`src/rtl/pb_pkg.sv`:
```
// pb_pkg: shared constants and types for the push-button conditioner
package pb_pkg;
  localparam int N_BTN_DEF = 21;
  localparam int DEBOUNCE_SIM = 16;
  localparam int DEBOUNCE_HW = 100000;
  typedef enum logic [1:0] {RPT_IDLE, RPT_DELAY, RPT_REPEAT} rpt_state_t;
endpackage

```
`src/rtl/pb_debounce_cell.sv`:
```
// pb_debounce_cell: synchronise, debounce and strobe one button (PB_AUTOREPEAT_EN adds level_nxt)
module pb_debounce_cell import pb_pkg::*; #(
  parameter int DEBOUNCE_CYCLES = DEBOUNCE_SIM
) (
  input  logic clk,
  input  logic reset,
  input  logic raw,
  output logic level,
  output logic strobe
`ifdef PB_AUTOREPEAT_EN
  ,
  output logic level_nxt
`endif
);
  localparam int CW = $clog2(DEBOUNCE_CYCLES);
  logic s1, s2, done, nxt;
  logic [CW-1:0] cnt;
  assign done = (s2 != level) && (cnt == CW'(DEBOUNCE_CYCLES - 1));
  assign nxt = done ? ~level : level;
`ifdef PB_AUTOREPEAT_EN
  assign level_nxt = nxt;
`endif
  // two-flop sync, stability counter, accepted level and rising-edge strobe
  always_ff @(posedge clk) begin
    if (reset) begin
      s1 <= 1'b0;
      s2 <= 1'b0;
      cnt <= '0;
      level <= 1'b0;
      strobe <= 1'b0;
    end else begin
      s1 <= raw;
      s2 <= s1;
      cnt <= (s2 == level || done) ? '0 : cnt + 1'b1;
      level <= nxt;
      strobe <= nxt & ~level;
    end
  end
endmodule

```
`src/rtl/pb_conditioner.sv`:
```
// pb_conditioner: per-button debounce/strobe bus; PB_AUTOREPEAT_EN adds a shared auto-repeat FSM
module pb_conditioner import pb_pkg::*; #(
  parameter int N_BTN = N_BTN_DEF,
  parameter int DEBOUNCE_CYCLES = DEBOUNCE_SIM
`ifdef PB_AUTOREPEAT_EN
  ,
  parameter int REPEAT_DELAY = 64,
  parameter int REPEAT_PERIOD = 16
`endif
) (
  input  logic             clk,
  input  logic             reset,
  input  logic [N_BTN-1:0] pb_raw,
  output logic [N_BTN-1:0] pb_level,
  output logic [N_BTN-1:0] pb_strobe,
  output logic             any_strobe
);
  logic [N_BTN-1:0] cell_strobe;
`ifdef PB_AUTOREPEAT_EN
  logic [N_BTN-1:0] level_nxt;
`endif
  genvar i;
  generate
    for (i = 0; i < N_BTN; i++) begin : g_btn
      pb_debounce_cell #(.DEBOUNCE_CYCLES(DEBOUNCE_CYCLES)) u_cell (
        .clk(clk),
        .reset(reset),
        .raw(pb_raw[i]),
        .level(pb_level[i]),
        .strobe(cell_strobe[i])
`ifdef PB_AUTOREPEAT_EN
        ,
        .level_nxt(level_nxt[i])
`endif
      );
    end
  endgenerate
`ifdef PB_AUTOREPEAT_EN
  localparam int RMAX = REPEAT_DELAY > REPEAT_PERIOD ? REPEAT_DELAY : REPEAT_PERIOD;
  localparam int RW = $clog2(RMAX + 1);
  rpt_state_t state;
  logic [RW-1:0] rcnt, rlim;
  logic [N_BTN-1:0] rpt_strobe;
  logic chg, fresh;
  assign chg = level_nxt != pb_level;
  assign fresh = $onehot(level_nxt) && ((level_nxt & ~pb_level) == level_nxt);
  assign rlim = (state == RPT_DELAY) ? RW'(REPEAT_DELAY - 1) : RW'(REPEAT_PERIOD - 1);
  // arm on a lone fresh press, repeat while the level bus stays unchanged
  always_ff @(posedge clk) begin
    if (reset) begin
      state <= RPT_IDLE;
      rcnt <= '0;
      rpt_strobe <= '0;
    end else begin
      rpt_strobe <= '0;
      if (state == RPT_IDLE) begin
        state <= fresh ? RPT_DELAY : RPT_IDLE;
        rcnt <= '0;
      end else if (chg) begin
        state <= RPT_IDLE;
        rcnt <= '0;
      end else if (rcnt == rlim) begin
        state <= RPT_REPEAT;
        rcnt <= '0;
        rpt_strobe <= pb_level;
      end else begin
        rcnt <= rcnt + 1'b1;
      end
    end
  end
  assign pb_strobe = cell_strobe | rpt_strobe;
`else
  assign pb_strobe = cell_strobe;
`endif
  assign any_strobe = |pb_strobe;
endmodule

```
`config.mk`:
```
export PLATFORM = sky130hd
export DESIGN_NAME = pb_conditioner
export DESIGN_NICKNAME = d
export VERILOG_FILES = /design/src/rtl/pb_pkg.sv /design/src/rtl/pb_debounce_cell.sv /design/src/rtl/pb_conditioner.sv
export SDC_FILE = /design/constraint.sdc
export NUM_CORES = 1
export LEC_CHECK = 0
export ABC_AREA = 1
export BUFFER_PORTS_ARGS = -buffer_cell sky130_fd_sc_hd__buf_2
export CAP_MARGIN = 20
export CORE_UTILIZATION = 53
export CTS_CLUSTER_DIAMETER = 200
export CTS_CLUSTER_SIZE = 24
export DETAILED_ROUTE_END_ITERATION = 7
export PLACE_DENSITY = 0.8
export REMOVE_ABC_BUFFERS = 1
export SLEW_MARGIN = 20
export SYNTH_ARGS = -nofsm -noshare
export SYNTH_HDL_FRONTEND = slang
export SYNTH_SLANG_ARGS = --single-unit
export TNS_END_PERCENT = 30
```
`constraint.sdc`:
```
create_clock -name clk -period 0.9 [get_ports clk]
set_input_delay 0.09 -clock clk [delete_from_list [all_inputs] [get_ports clk]]
set_output_delay 0.09 -clock clk [all_outputs]
set_load 0.05 [all_outputs]
```
==> results.json <==
{
  "cp-end-kind": "output port",
  "pre_cts_ws_ns": -0.220,
  "reg2reg_depth": 5,
  "final-setup-viol-count": 137,
  "whs_ns": 0.0736,
  "cts_tree": "done",
  "ys_ff_latch": 168,
  "cp_slowest_cell": "dfxtp_2",
  "final_nets": 1036,
  "die_h_um": 116,
  "worstPathRequired_ns": 0.81,
  "rows": 41,
  "rrSetupSlack_ns": -0.14,
  "p_sw_frac": 0.212,
  "crit_path_max_fanout": 2,
  "hold_path_class": "primary input to register",
  "drtPass1Iterations": 5,
  "start_kind": "register",
  "cts_buffers": 17,
  "skew_ns": 0.00730,
  "cts.htree.levels": 4,
  "dpl.cell_count": 1087,
  "path_class": "register to output port",
  "layout_min_cycle_time_ns": 1.45,
  "wl_per_cell_um": 15.2,
  "dp_hpwl_mm": 8.17,
  "cts_buffer_depth": 2,
  "power-per-cell-area_nw_per_um2": 1530,
  "clk_latency_ns": 0.43,
  "r2r_start": "g_btn[11].u_cell.cnt[0]",
  "p_int_mw": 12.4,
  "hold_viol_final": 0,
  "netlist_area_sq_um": 6860,
  "final_antenna_net_count": 0,
  "clock.fmax_mhz": 690,
  "drcViolationCount": 0,
  "antenna_found_initial": 0,
  "max-slew-margin-rel": 0.802,
  "p_leak_nw": 4.09,
  "path_clk_slew_ns": 0.06,
  "max-vdd-ir-drop_mv": 1.32,
  "avgSynthCellArea_sq_um": 8.27,
  "grt_start_max_net_pins": 36,
  "gp_congestion": 0.783,
  "p_comb_frac": 0.040,
  "ys_seq_area_frac": 0.490,
  "post_layout_nonfiller_instances": 1177,
  "routed_wl_mm": 17.9,
  "path_cells": "nor2_2 > nand2_2 > nor2_4 > nand3_2 > buf_8",
  "worst_pin_slew_ns": 0.296,
  "cap_violations": 0,
  "ios": 66,
  "min_path_cells": 3,
  "antenna_cells": 0,
  "die_w_um": 116,
  "track_usage": 0.241,
  "status": "complete, but fails checks",
  "clockRootBuffer": "clkbuf_16",
  "ys_warn_count": 0,
  "holdCritStartpoint": "reset",
  "drt_iter0_drc": 319,
  "grt_first_pass_wirelength_mm": 24.7,
  "rsz0062_at_grt": "true",
  "violations": "negative setup slack",
  "slew_viol_final": 0,
  "whs_endpoint": "g_btn[10].u_cell.level",
  "path_buf_inv": 1,
  "dieArea_sq_um": 13400,
  "post-route-util": 0.818,
  "cpLargestDelayFamily": "simple AND/OR/NAND/NOR gates",
  "fin_crit_sh": 1.61,
  "initial_core_util": 0.544,
  "vias": 5958,
  "cp.arrival_ns": 1.36,
  "synthCells": 830,
  "p_sw_mw": 3.35,
  "core_area_sq_um": 12600,
  "synthDistinctLibCells": 16,
  "finalWorstSetupSlack_ns": -0.549,
  "seqPwrFrac": 0.481,
  "r2r_end": "g_btn[11].u_cell.cnt[0]",
  "numPortBuffers": 65,
  "critical-path-max-stage-delay_ns": 0.33,
  "drive_gt1_frac": 0.489,
  "syn_to_final_growth_pct": 50.4,
  "grt_pass1_vias": 5502,
  "cts_sinks": 168,
  "power_frac_clock": 0.480,
  "viasPerCell": 5.06,
  "grt_overflow_total": 0,
  "nFillCells": 676
}
## cells in the mapped netlist
cell / instances / area, sq um
or2_2: 1 / 6.26
nand3_1: 46 / 230
nand3_2: 18 / 180
nor2_4: 18 / 203
nand3b_1: 21 / 158
a21oi_1: 21 / 105
buf_6: 9 / 101
xnor2_1: 21 / 184
buf_12: 2 / 40.0
nand4_1: 21 / 131
inv_1: 85 / 319
ha_1: 21 / 263
dfxtp_1: 168 / 3360
buf_4: 43 / 323
nand2_1: 131 / 492
nor2_1: 204 / 766
## flip-flops by register name (all words and copies together) (netlist names)
name	count
g_btn.u_cell.s2	21
g_btn.u_cell.s1	21
g_btn.u_cell.level	21
g_btn.u_cell.cnt	84
g_btn.u_cell.strobe	21
## cell usage in the layout (no fill, tap or decap), drive strengths merged, types with 3 or more instances in the layout
cell,synthesis,layout
a21oi,21,21
buf,54,176
bufinv,0,3
clkbuf,0,25
dfxtp,168,168
dlygate4sd3,0,21
ha,21,21
inv,85,85
nand2,131,131
nand3,64,64
nand3b,21,21
nand4,21,21
nor2,222,222
xnor2,21,21
## worst reg2reg max path: cells and delay by family (launching register included)
family,cells,cell delay (ns)
buf+inv,1,0.15
simple gates,3,0.31
flops,1,0.34
fa+ha+maj,1,0.17
## metal layers
layer  global-route usage  share of wire  wire length (um)  up-vias
li1                     -              -                 -     2887
met1                0.249           0.38              6780     2838
met2                0.450           0.54              9720      180
met3               0.0575          0.045               799       53
met4                0.124          0.031               561        0
met5                    0              0                 0        -
## layout make-up
type	count	area [sq um]	share of cell area
Sequential cell	168	3550	0.344
Multi-Input combinational cell	523	3750	0.363
Inverter	85	319	0.0309
Tap cell	172	215	0.0208
Clock inverter	7	115	0.0111
Clock buffer	25	495	0.0480
Timing Repair Buffer	197	1880	0.182
## kinds of logic (layout without fill, tap and decap cells)
family,after synthesis,in the layout,share of synthesized area
AO/OA/AOI/OAI,21,21,0.0153
flip-flops,168,168,0.490
adder cells (fa/ha/maj),21,21,0.0383
XOR/XNOR,21,21,0.0268
AND/OR/NAND/NOR,460,460,0.316
buffers and inverters,139,314,0.114
## power groups by stage
stage | combinational [mW] | clock (mW) | sequential, mW
after floorplan | 0.179 | 0 | 7.78
after global placement | 0.443 | 0 | 7.78
after detailed placement | 0.455 | 0 | 7.78
after CTS | 0.552 | 7.57 | 7.59
after global routing | 0.688 | 8.01 | 7.60
final | 0.630 | 7.57 | 7.59
## stage by stage
step	area, sq um	power (mW)	TNS [ns]
3_3_place_gp	7520	8.22	-4.69
6_report	10300	15.8	-10.81
5_1_grt	10300	16.3	-16.66
3_5_place_dp	7520	8.24	-7.47
4_1_cts	9580	15.7	-8.59
2_1_floorplan	6400	7.96	-21.55
## worst max-delay path by stage
stage	startpoint	to	cells past startpoint
2_1_floorplan	g_btn[1].u_cell.strobe	any_strobe	3
3_3_place_gp	g_btn[1].u_cell.strobe	any_strobe	4
3_5_place_dp	g_btn[1].u_cell.strobe	any_strobe	4
4_1_cts	g_btn[1].u_cell.strobe	any_strobe	4
5_1_grt	g_btn[12].u_cell.strobe	any_strobe	5
6_report	g_btn[12].u_cell.strobe	any_strobe	5
## timing repair
| action | 4_1_cts | 5_1_grt |
|---|---|---|
| buffers inserted | 25 | 13 |
| endpoints found under the hold margin | 21 | 0 |
| resized for setup | 328 | 170 |
| hold buffers | 21 | 0 |
| pin swaps | 45 | 75 |
| setup endpoints to repair | 169 | 169 |
No activity file was read; power rests on OpenSTA's default activity.
